<file path="src/rtl/rs232_tx.sv">
// rtl/rs232_tx.sv - UART transmitter, 8 data bits LSB first, optional even parity, 1 or 2 stop bits
// Bit timing from a phase accumulator ticking once per bit period.
module rs232_tx #(
  parameter int CLOCK_FREQ     = 100000000,
  parameter int BAUD_RATE      = 115200,
  parameter int BAUD_ACC_WIDTH = 16,
  parameter int PARITY_EN      = 0,
  parameter int STOP_BITS      = 1
) (
  input  logic       clock,
  input  logic       reset_neg,
  input  logic       Exe_LogicImp,
  input  logic       tx_start,
  input  logic [7:0] tx_data,
  output logic       tx_busy,
  output logic       tx_done,
  output logic       tx_line
);

  localparam int W = BAUD_ACC_WIDTH;
  localparam logic [63:0] INCR_CALC =
    ((64'(BAUD_RATE) << (W - 4)) + (64'(CLOCK_FREQ) >> 5)) / (64'(CLOCK_FREQ) >> 4);
  localparam logic [W:0] INCR = INCR_CALC[W:0];

  typedef enum logic [2:0] {
    S_IDLE,
    S_START,
    S_DATA,
    S_PARITY,
    S_STOP1,
    S_STOP2
  } state_t;

  state_t     state, state_next;
  logic [W:0] acc, acc_next, acc_sum;
  logic [7:0] shift_reg, shift_next;
  logic [2:0] bit_cnt, cnt_next;
  logic       parity_bit, parity_next;
  logic       line_next, done_next;
  logic       tick;

  assign acc_sum = {1'b0, acc[W-1:0]} + INCR;
  assign tick    = acc[W];
  assign tx_busy = (state != S_IDLE);

  always_ff @(posedge clock or negedge reset_neg) begin
    if (!reset_neg) begin
      state      <= S_IDLE;
      acc        <= '0;
      shift_reg  <= '0;
      bit_cnt    <= '0;
      parity_bit <= 1'b0;
      tx_line    <= 1'b1;
      tx_done    <= 1'b0;
    end else if (Exe_LogicImp) begin
      state      <= S_IDLE;
      acc        <= '0;
      shift_reg  <= '0;
      bit_cnt    <= '0;
      parity_bit <= 1'b0;
      tx_line    <= 1'b1;
      tx_done    <= 1'b0;
    end else begin
      state      <= state_next;
      acc        <= acc_next;
      shift_reg  <= shift_next;
      bit_cnt    <= cnt_next;
      parity_bit <= parity_next;
      tx_line    <= line_next;
      tx_done    <= done_next;
    end
  end

  // The accumulator starts counting on the accept edge so START lasts one full interval.
  always_comb begin
    state_next  = state;
    acc_next    = acc_sum;
    shift_next  = shift_reg;
    cnt_next    = bit_cnt;
    parity_next = parity_bit;
    line_next   = tx_line;
    done_next   = 1'b0;
    case (state)
      S_IDLE: begin
        acc_next  = '0;
        line_next = 1'b1;
        // tx_done high means this is the frame-end cycle; the request waits one cycle.
        if (tx_start && !tx_done) begin
          state_next  = S_START;
          acc_next    = INCR;
          shift_next  = tx_data;
          parity_next = ^tx_data;
          line_next   = 1'b0;
        end
      end
      S_START: begin
        if (tick) begin
          state_next = S_DATA;
          line_next  = shift_reg[0];
          shift_next = {1'b0, shift_reg[7:1]};
          cnt_next   = 3'd0;
        end
      end
      S_DATA: begin
        if (tick) begin
          if (bit_cnt == 3'd7) begin
            if (PARITY_EN == 1) begin
              state_next = S_PARITY;
              line_next  = parity_bit;
            end else begin
              state_next = S_STOP1;
              line_next  = 1'b1;
            end
          end else begin
            line_next  = shift_reg[0];
            shift_next = {1'b0, shift_reg[7:1]};
            cnt_next   = bit_cnt + 3'd1;
          end
        end
      end
      S_PARITY: begin
        if (tick) begin
          state_next = S_STOP1;
          line_next  = 1'b1;
        end
      end
      S_STOP1: begin
        if (tick) begin
          line_next = 1'b1;
          if (STOP_BITS == 2) begin
            state_next = S_STOP2;
          end else begin
            state_next = S_IDLE;
            acc_next   = '0;
            done_next  = 1'b1;
          end
        end
      end
      S_STOP2: begin
        if (tick) begin
          state_next = S_IDLE;
          acc_next   = '0;
          line_next  = 1'b1;
          done_next  = 1'b1;
        end
      end
      default: begin
        state_next = S_IDLE;
        acc_next   = '0;
        line_next  = 1'b1;
      end
    endcase
  end

endmodule

</file>
<file path="config.mk">
export PLATFORM = sky130hd
export DESIGN_NAME = rs232_tx
export DESIGN_NICKNAME = d
export VERILOG_FILES = /design/src/rtl/rs232_tx.sv
export SDC_FILE = /design/constraint.sdc
export NUM_CORES = 1
export LEC_CHECK = 0
export BUFFER_PORTS_ARGS = -buffer_cell sky130_fd_sc_hd__buf_2
export CAP_MARGIN = 20
export CORE_MARGIN = 2
export CORE_UTILIZATION = 30
export CTS_CLUSTER_DIAMETER = 30
export DETAILED_ROUTE_END_ITERATION = 8
export SYNTH_ARGS = -nofsm -noshare
export SYNTH_HDL_FRONTEND = slang
export SYNTH_SLANG_ARGS = --single-unit
</file>
<file path="constraint.sdc">
create_clock -name clock -period 1.6 [get_ports clock]
set_input_delay 0.32 -clock clock [delete_from_list [all_inputs] [get_ports clock]]
set_output_delay 0.32 -clock clock [all_outputs]
set_load 0.1 [all_outputs]
</file>
### After elaboration in Yosys (flattened, before gate mapping)

Index checks and enable logic that the tools add are counted.
W data, S select, Z words.

* reductions and logical operators: 13
* div/mod/pow operators: 0
* bitwise logic cells: 0
* shifts and indexed selects: 0
* add/sub/neg operators: 2
* order comparisons: 0
* equal/unequal tests: 14
* multiply operators: 0
* mux-type cells: 32

Operator list (number)
* $pmux W17 S3: 1
* $mux W8: 5
* $mux W17: 2
* $mux W3: 10
* $pmux W8 S3: 1
* $ne A3 B3 Y1 const B: 6
* $add A16 B7 Y17 const B: 1
* $pmux W3 S5: 1
* $eq A3 B3 Y1 const B: 3
* $mux W1: 9
* $mux W7: 1
* $eq A3 B2 Y1 const B: 2
* $ne A3 B1 Y1 const B: 2
* $pmux W3 S2: 1
* $reduce_and A6 Y1: 1
* $reduce_bool A3 Y1: 2
* $reduce_or A3 Y1: 2
* $reduce_and A5 Y1: 1
* $pmux W1 S4: 1
* $reduce_and A4 Y1: 1
* $reduce_bool A4 Y1: 1
* $add A3 B1 Y3 const B: 1
* $eq A3 B1 Y1 const B: 1
* $logic_not A3 Y1: 1
* other kinds (4): 4

* input port bits: 12
* output and inout bits: 3
* flip-flop bits (word level): 33
* bits in latches: 0
* RAM bits: 0
* bits in read-only memories: 0
* memories: 0

### Depth between registers and ports, before layout

Gate-level depths: netlist of the first run.

* depth in word-level cells: 5
* gate-level depth with buffers: 6
* mapped depth without buffers: 6

### Least setup slack after synthesis of the first run

OpenSTA, ideal clock, no wires.

* kind: reg2reg
* start point: register tx_done
* end point: register shift_reg[1]
* cell stages (with the launch flop): 5
* data arrival time: 1935 ps
* slack: -460 ps
* period minus slack after synthesis: 2060 ps
* buffers on the path: 0
* path through: dfrtp_1 nor2b_1 o31a_1 o2bb2ai_4 mux2_2

* longest elaborated chain between the ends: 4

Ends and longest elaborated chain
* start: declaration: RTL line 16 `output logic tx_done,`
* start signal: assignment: RTL line 70 `tx_done <= done_next;`
* $logic_not A1 Y1: RTL line 88 `if (tx_start && !tx_done) begin`
* $logic_and A1 B1 Y1: RTL line 88
* $ne A3 B3 Y1 (no line)
* $reduce_and A5 Y1 (no line)
* end signal: assignment: RTL line 66 `shift_reg <= shift_next;`
* end: declaration: RTL line 36 `logic [7:0] shift_reg, shift_next;`

No other way between the ends.
A chain may end at the register's enable or synchronous reset.

### Final worst setup path of the first run

* start point: register state[0]
* end point: register shift_reg[6]

* longest elaborated chain between the ends: 3
* elaborated cells on any way between the ends: 11
* those cells by class: eq/ne: 6; mux: 2; reduce/logical: 3

Ends and longest elaborated chain
* start: declaration: RTL line 34 `state_t state, state_next;`
* start signal: assignment: RTL line 64 `state <= state_next;`
* $eq A3 B2 Y1 (tied with other cells): RTL line 83 `case (state)`
* $ne A3 B3 Y1 (no line) (tied with other cells)
* $reduce_and A5 Y1 (no line) / $mux W8 (equally long branches)

Parallel ways exist; a longest one is shown, timed or not.

==> impl_metrics.csv, run 1 <==
group,metric,value,unit
clock_tree,insertion_delay,0.29,ns
floorplan,core_area,6314,um2
clock_tree,cts_buffer_depth,2,
global_routing,met2_usage,19.97,%
timing,fmax,0.6247,GHz
floorplan,rows,29,
status,violations,"negative setup slack",
synth,yosysSeqAreaShare,42.56,%
run,drv_cap,0,
synth,synth.distinct_cells,43,
synth,yosysMostFrequentCell,"dfrtp_1",
clock_tree,cts_made_buffers,5,
floorplan,io_pins,15,
global_routing,grt_max_degree,20,
route,drt_wl_total,4225,um
floorplan,die_y,84.48,um
route,drcViolationCount,0,
synth,synth_ff_type,"dfrtp_1",
route,first_pass_iters,4,
timing,slew_headroom,68.04,%
cells_and_area,stdcell_area,2577,um2
timing,whs,0.4202,ns
cells_and_area,drive_above_1_share,38.98,%
synth,synth_area_leaders,"dfrtp_1, mux2i_1, mux2_2",
route,vias_per_cell,4.866,
timing,fin_crit_sh,100.0,%
synth,syn-cell-area,1943,um2
cells_and_area,fin_nets,250,
synth,synth_commonest_cells,"dfrtp_1, nand2b_1, mux2i_1",
min_path,min_path_type,"input port to register",
clock_tree,path_clk_slew,0.07,ns
power_and_ir_drop,power_density,806.4,nW/um2
cells_and_area,area_growth,32.65,%
timing,tightest_slew,0.4827,ns
power_and_ir_drop,peakVddDrop,0.5184,mV
critical_path,crit_slowest_cell,"dfrtp_2",
cells_and_area,utilization,40.82,%
floorplan,die_x,84.48,um
cells_and_area,antennaDiodeCount,0,
route,drt-initial-drc-count,69,
timing,fin_ws,-0.0006510,ns
route,detail_route.wl_per_cell,13.50,um
place,place.port_buffers,14,
route,dr_total_vias,1523,
clock_tree,cts_root_buffer,"clkbuf_8",
synth,synth_edf_count,0,
place,dp_cells,297,
synth,synth_top_cell_by_area,"dfrtp_1",
floorplan,die_area,7137,um2
cells_and_area,nFillCells,624,
clock_tree,cts.htree.levels,2,
min_path,hold_path_depth,3,
clock_tree,cts_sinks,33,
global_routing,grt_pass1_vias,1511,
synth,avgSynthCellArea,10.28,um2
critical_path,critPathKind,"register to register",
power_and_ir_drop,p_leak,1.079,nW
synth,synth_cells,189,
floorplan,initial_core_util,30.78,%
global_routing,antenna_found_initial,0,
global_routing,grtUsageMet3,2.950,%
critical_path,critPathLaunchType,"register",
critical_path,critPathRequiredTime,1.77,ns
synth,synth_warnings,0,
critical_path,crit_chain,"o31a_1 -> o2bb2ai_4 -> mux2_4",
synth,syn_nets,204,
global_routing,grt_pass1_wl,7024,um
route,postRouteAntennaNets,0,
critical_path,reg2reg_depth,3,
synth,synth_top_area_share,41.21,%
timing,fin_crit,1.601,ns
place,place_area,2280,um2
critical_path,cp.arrival,1.77,ns
critical_path,slowest_delay,0.45,ns
cells_and_area,fin_cells,313,
global_routing,grt-busiest-layer,"met2",
global_routing,grt_usage,12.31,%
clock_tree,cts_tree,"done",
cells_and_area,largest_reg_flops,17,
timing,finalMaxSlewViolations,0,
synth,async_flop_share,100.0,%
timing,grt_setup_unrepaired,"yes",
status,outcome,"finished, violations left",
place,gp_congestion,0.8149,
global_routing,grt_overflow,0,
critical_path,critPathCaptureType,"register",
place,place_hpwl,2715,um
synth,ys_ff_latch,33,
timing,tns,-0.0007860,ns
global_routing,use_met1,16.27,%
timing,hold_viol_final,0,
critical_path,crit_fanout,8,
timing,setup_viol,2,
timing,skew,0.007438,ns
## report_power, final
part           internal, mW  switching, mW
Sequential            0.876         0.0299
Clock                 0.508          0.324
Combinational         0.165          0.176
## final cells by class
| class | count | area [um2] | share of cell area (%) |
|---|---|---|---|
| clock buffers | 7 | 86.33 | 3.350 |
| clock inverters | 1 | 30.03 | 1.165 |
| inverters | 11 | 41.29 | 1.602 |
| well taps | 77 | 96.34 | 3.738 |
| flip-flops and latches | 33 | 834.6 | 32.38 |
| multi-input cells | 138 | 1145 | 44.42 |
| repair buffers | 46 | 344.1 | 13.35 |
## cell families after synthesis
group,count (synthesis),share of synthesized area (%)
compound gates,41,15.65
mux,23,12.43
buf+inv,19,5.022
simple gates,65,20.16
flops,33,42.56
xor+xnor,5,2.254
fa+ha+maj,3,1.932
## final timing paths
check	startpoint	endpoint	slack (ns)
setup reg to reg	state[0]	shift_reg[6]	-0.0007
hold / removal	Exe_LogicImp	tx_done	0.42
hold reg to reg	shift_reg[1]	shift_reg[1]	0.51
min in group asynchronous	reset_neg	acc[4]	0.46
max in group asynchronous	reset_neg	state[1]	0.62
setup / recovery	state[0]	shift_reg[6]	-0.0007
## critical path, delay by kind of cell (launching register included)
family	cells	cell delay [ns]
multiplexers	1	0.33
AO/OA/AOI/OAI	2	0.70
flip-flops	1	0.45
## cells in the final DEF, fill, tap and decap left out, types with 3 or more instances in the layout
master    instances
a211oi_1          3
a21oi_1           8
a21oi_2           3
buf_2            13
buf_4            29
clkbuf_8          6
dfrtp_1          28
dfrtp_2           3
inv_1            11
mux2_4            7
mux2i_1          14
nand2_1          11
nand2b_1         16
nand3_1           5
nor2_1            7
nor2b_1           4
o21ai_0           4
o21ai_1           5
o31ai_1           3
or4_1             3
xnor2_1           3
## repair_timing
| action | 4_1_cts | 5_1_grt |
|---|---|---|
| setup buffers | 2 | 4 |
| endpoints found under the setup margin | 21 | 27 |
| resized for setup | 14 | 17 |
| endpoints found under the hold margin | 12 | 0 |
| pin swaps | 1 | 11 |
| hold buffers | 1 | 0 |
| gates cloned | 0 | 1 |
## stage by stage
stage / total power, mW / setup slack, ns
after floorplan: 1.114 / -0.07043
after global placement: 1.214 / -0.04225
after detailed placement: 1.219 / -0.05690
after CTS: 2.076 / -0.01864
after global routing: 2.166 / -0.07039
final: 2.078 / -0.0006510
## layer usage
metal,vias to the layer above,routed length (um)
li1,761,-
met1,733,2017
met2,21,2000
met3,8,145
met4,0,61
met5,-,0
No activity file was read; power rests on OpenSTA's default activity.
==> inputs of run 2 (changes only) <==
Settings changed: BUFFER_PORTS_ARGS -buffer_cell sky130_fd_sc_hd__buf_2 to unset, DONT_BUFFER_PORTS set to 1, GPL_ROUTABILITY_DRIVEN set to 0.
==> impl_metrics.csv, run 2 (same netlist as run 1, synthesis figures left out) <==
group,metric,value,unit
global_routing,antenna_found_initial,0,
cells_and_area,area_growth,31.68,%
cells_and_area,fin_cells,300,
global_routing,grt_overflow,0,
critical_path,r2r_end,"shift_reg[7]",
route,drt_wl_total,4142,um
critical_path,rrSetupSlack,0.01,ns
cells_and_area,antennaDiodeCount,0,
clock_tree,insertion_delay,0.29,ns
timing,fin_crit_sh,99.14,%
critical_path,cp.arrival,1.75,ns
critical_path,crit_fanout,8,
route,drt-initial-drc-count,58,
global_routing,grt_usage,12.07,%
min_path,min_from,"Exe_LogicImp",
cells_and_area,final_cell_mix,"dfrtp_1, buf_4, nand2b_1, mux2i_1, nand2_1",
critical_path,crit_end,"shift_reg[7]",
timing,hold_viol_final,0,
floorplan,rows,29,
timing,tns,0,ns
place,dp_cells,281,
route,detail_route.wl_per_cell,13.81,um
critical_path,r2r_start,"bit_cnt[0]",
critical_path,critPathLaunchType,"register",
power_and_ir_drop,power_density,842.8,nW/um2
run,drv_cap,0,
timing,skew,0.006458,ns
power_and_ir_drop,peakVddDrop,0.4292,mV
clock_tree,cts.htree.levels,2,
clock_tree,cts_root_buffer,"clkbuf_8",
critical_path,crit_path_start,"bit_cnt[0]",
place,place_hpwl,2669,um
power_and_ir_drop,p_leak,1.036,nW
global_routing,grt_max_degree,34,
floorplan,die_y,84.48,um
cells_and_area,largest_reg_flops,17,
timing,slew_headroom,66.12,%
floorplan,core_area,6314,um2
critical_path,critPathRequiredTime,1.77,ns
route,vias_per_cell,4.950,
cells_and_area,nFillCells,619,
timing,fin_crit,1.586,ns
route,drcViolationCount,0,
timing,setup_viol,0,
min_path,min_path_type,"input port to register",
timing,grt_setup_unrepaired,"yes",
cells_and_area,drive_above_1_share,35.43,%
critical_path,reg2reg_depth,6,
cells_and_area,seqCellArea,832.0,um2
clock_tree,cts_tree,"done",
timing,finalMaxSlewViolations,0,
critical_path,critPathCaptureType,"register",
global_routing,grt_pass1_wl,7065,um
clock_tree,cts_buffer_depth,2,
timing,tightest_slew,0.5082,ns
clock_tree,cts_sinks,33,
floorplan,io_pins,15,
clock_tree,path_clk_slew,0.07,ns
cells_and_area,layout_commonest_cell,"dfrtp_1",
cells_and_area,fin_nets,237,
route,first_pass_iters,4,
status,outcome,"finished clean",
route,dr_total_vias,1485,
global_routing,grt_pass1_vias,1570,
place,place.port_buffers,0,
cells_and_area,multi_input_area,1145,um2
critical_path,critPathKind,"register to register",
floorplan,die_area,7137,um2
floorplan,initial_core_util,30.78,%
clock_tree,cts_made_buffers,5,
timing,fmax,0.6304,GHz
cells_and_area,utilization,40.53,%
floorplan,die_x,84.48,um
route,postRouteAntennaNets,0,
-- run 2: layout make-up --
class                   instances  area share, %
flip-flops and latches         33          32.52
well taps                      77          3.765
clock buffers                   5          2.689
repair buffers                 34          11.98
inverters                      11          1.760
multi-input cells             137          44.74
clock inverters                 3          2.543
-- run 2: worst min path at each step --
stage | endpoint | slack, ns | depth (start not counted)
final | state[2] | 0.08 | 1
after global routing | state[2] | 0.07 | 1
after CTS | state[2] | 0.09 | 1
after detailed placement | acc[7] | 0.03 | 0
after global placement | acc[8] | 0.03 | 0
after floorplan | acc[0] | 0.02 | 0
-- run 2: through the flow --
step | instance area, um2 | hold WS, ns | worst slack (ns) | power, mW
floorplan | 1954 | 0.02441 | -0.07043 | 1.114
finish | 2559 | 0.08223 | 0.01375 | 2.156
global route | 2559 | 0.06865 | -0.04491 | 2.256
CTS | 2410 | 0.08822 | -0.01767 | 2.154
global placement | 2192 | 0.02533 | -0.01464 | 1.168
detailed placement | 2192 | 0.02529 | -0.03044 | 1.174
-- run 2: timing repair --
action	CTS	global route
pin swaps	2	10
endpoints found under the setup margin	17	21
setup buffers	2	7
resized for setup	10	24
endpoints found under the hold margin	33	0
hold buffers	2	0
-- run 2: metal layers --
metal | GRT usage (%) | vias up | part of all wire (%)
met5 | 0 | - | 0
met2 | 20.69 | 22 | 51
met3 | 3.736 | 12 | 4.1
met1 | 14.41 | 718 | 43
met4 | 3.896 | 0 | 1.8
li1 | - | 733 | -
-- run 2: critical path, cell delays in order, from the launching register on --
cell	delay, ns
dfrtp_1	0.39
ha_2	0.19
ha_4	0.16
nor2b_4	0.13
o2bb2ai_4	0.07
o2bb2ai_4	0.19
mux2_4	0.33
-- run 2: power by group --
group | internal [mW] | switching, mW
Sequential | 0.876 | 0.0469
Clock | 0.619 | 0.319
Combinational | 0.154 | 0.141
Total | 1.65 | 0.507
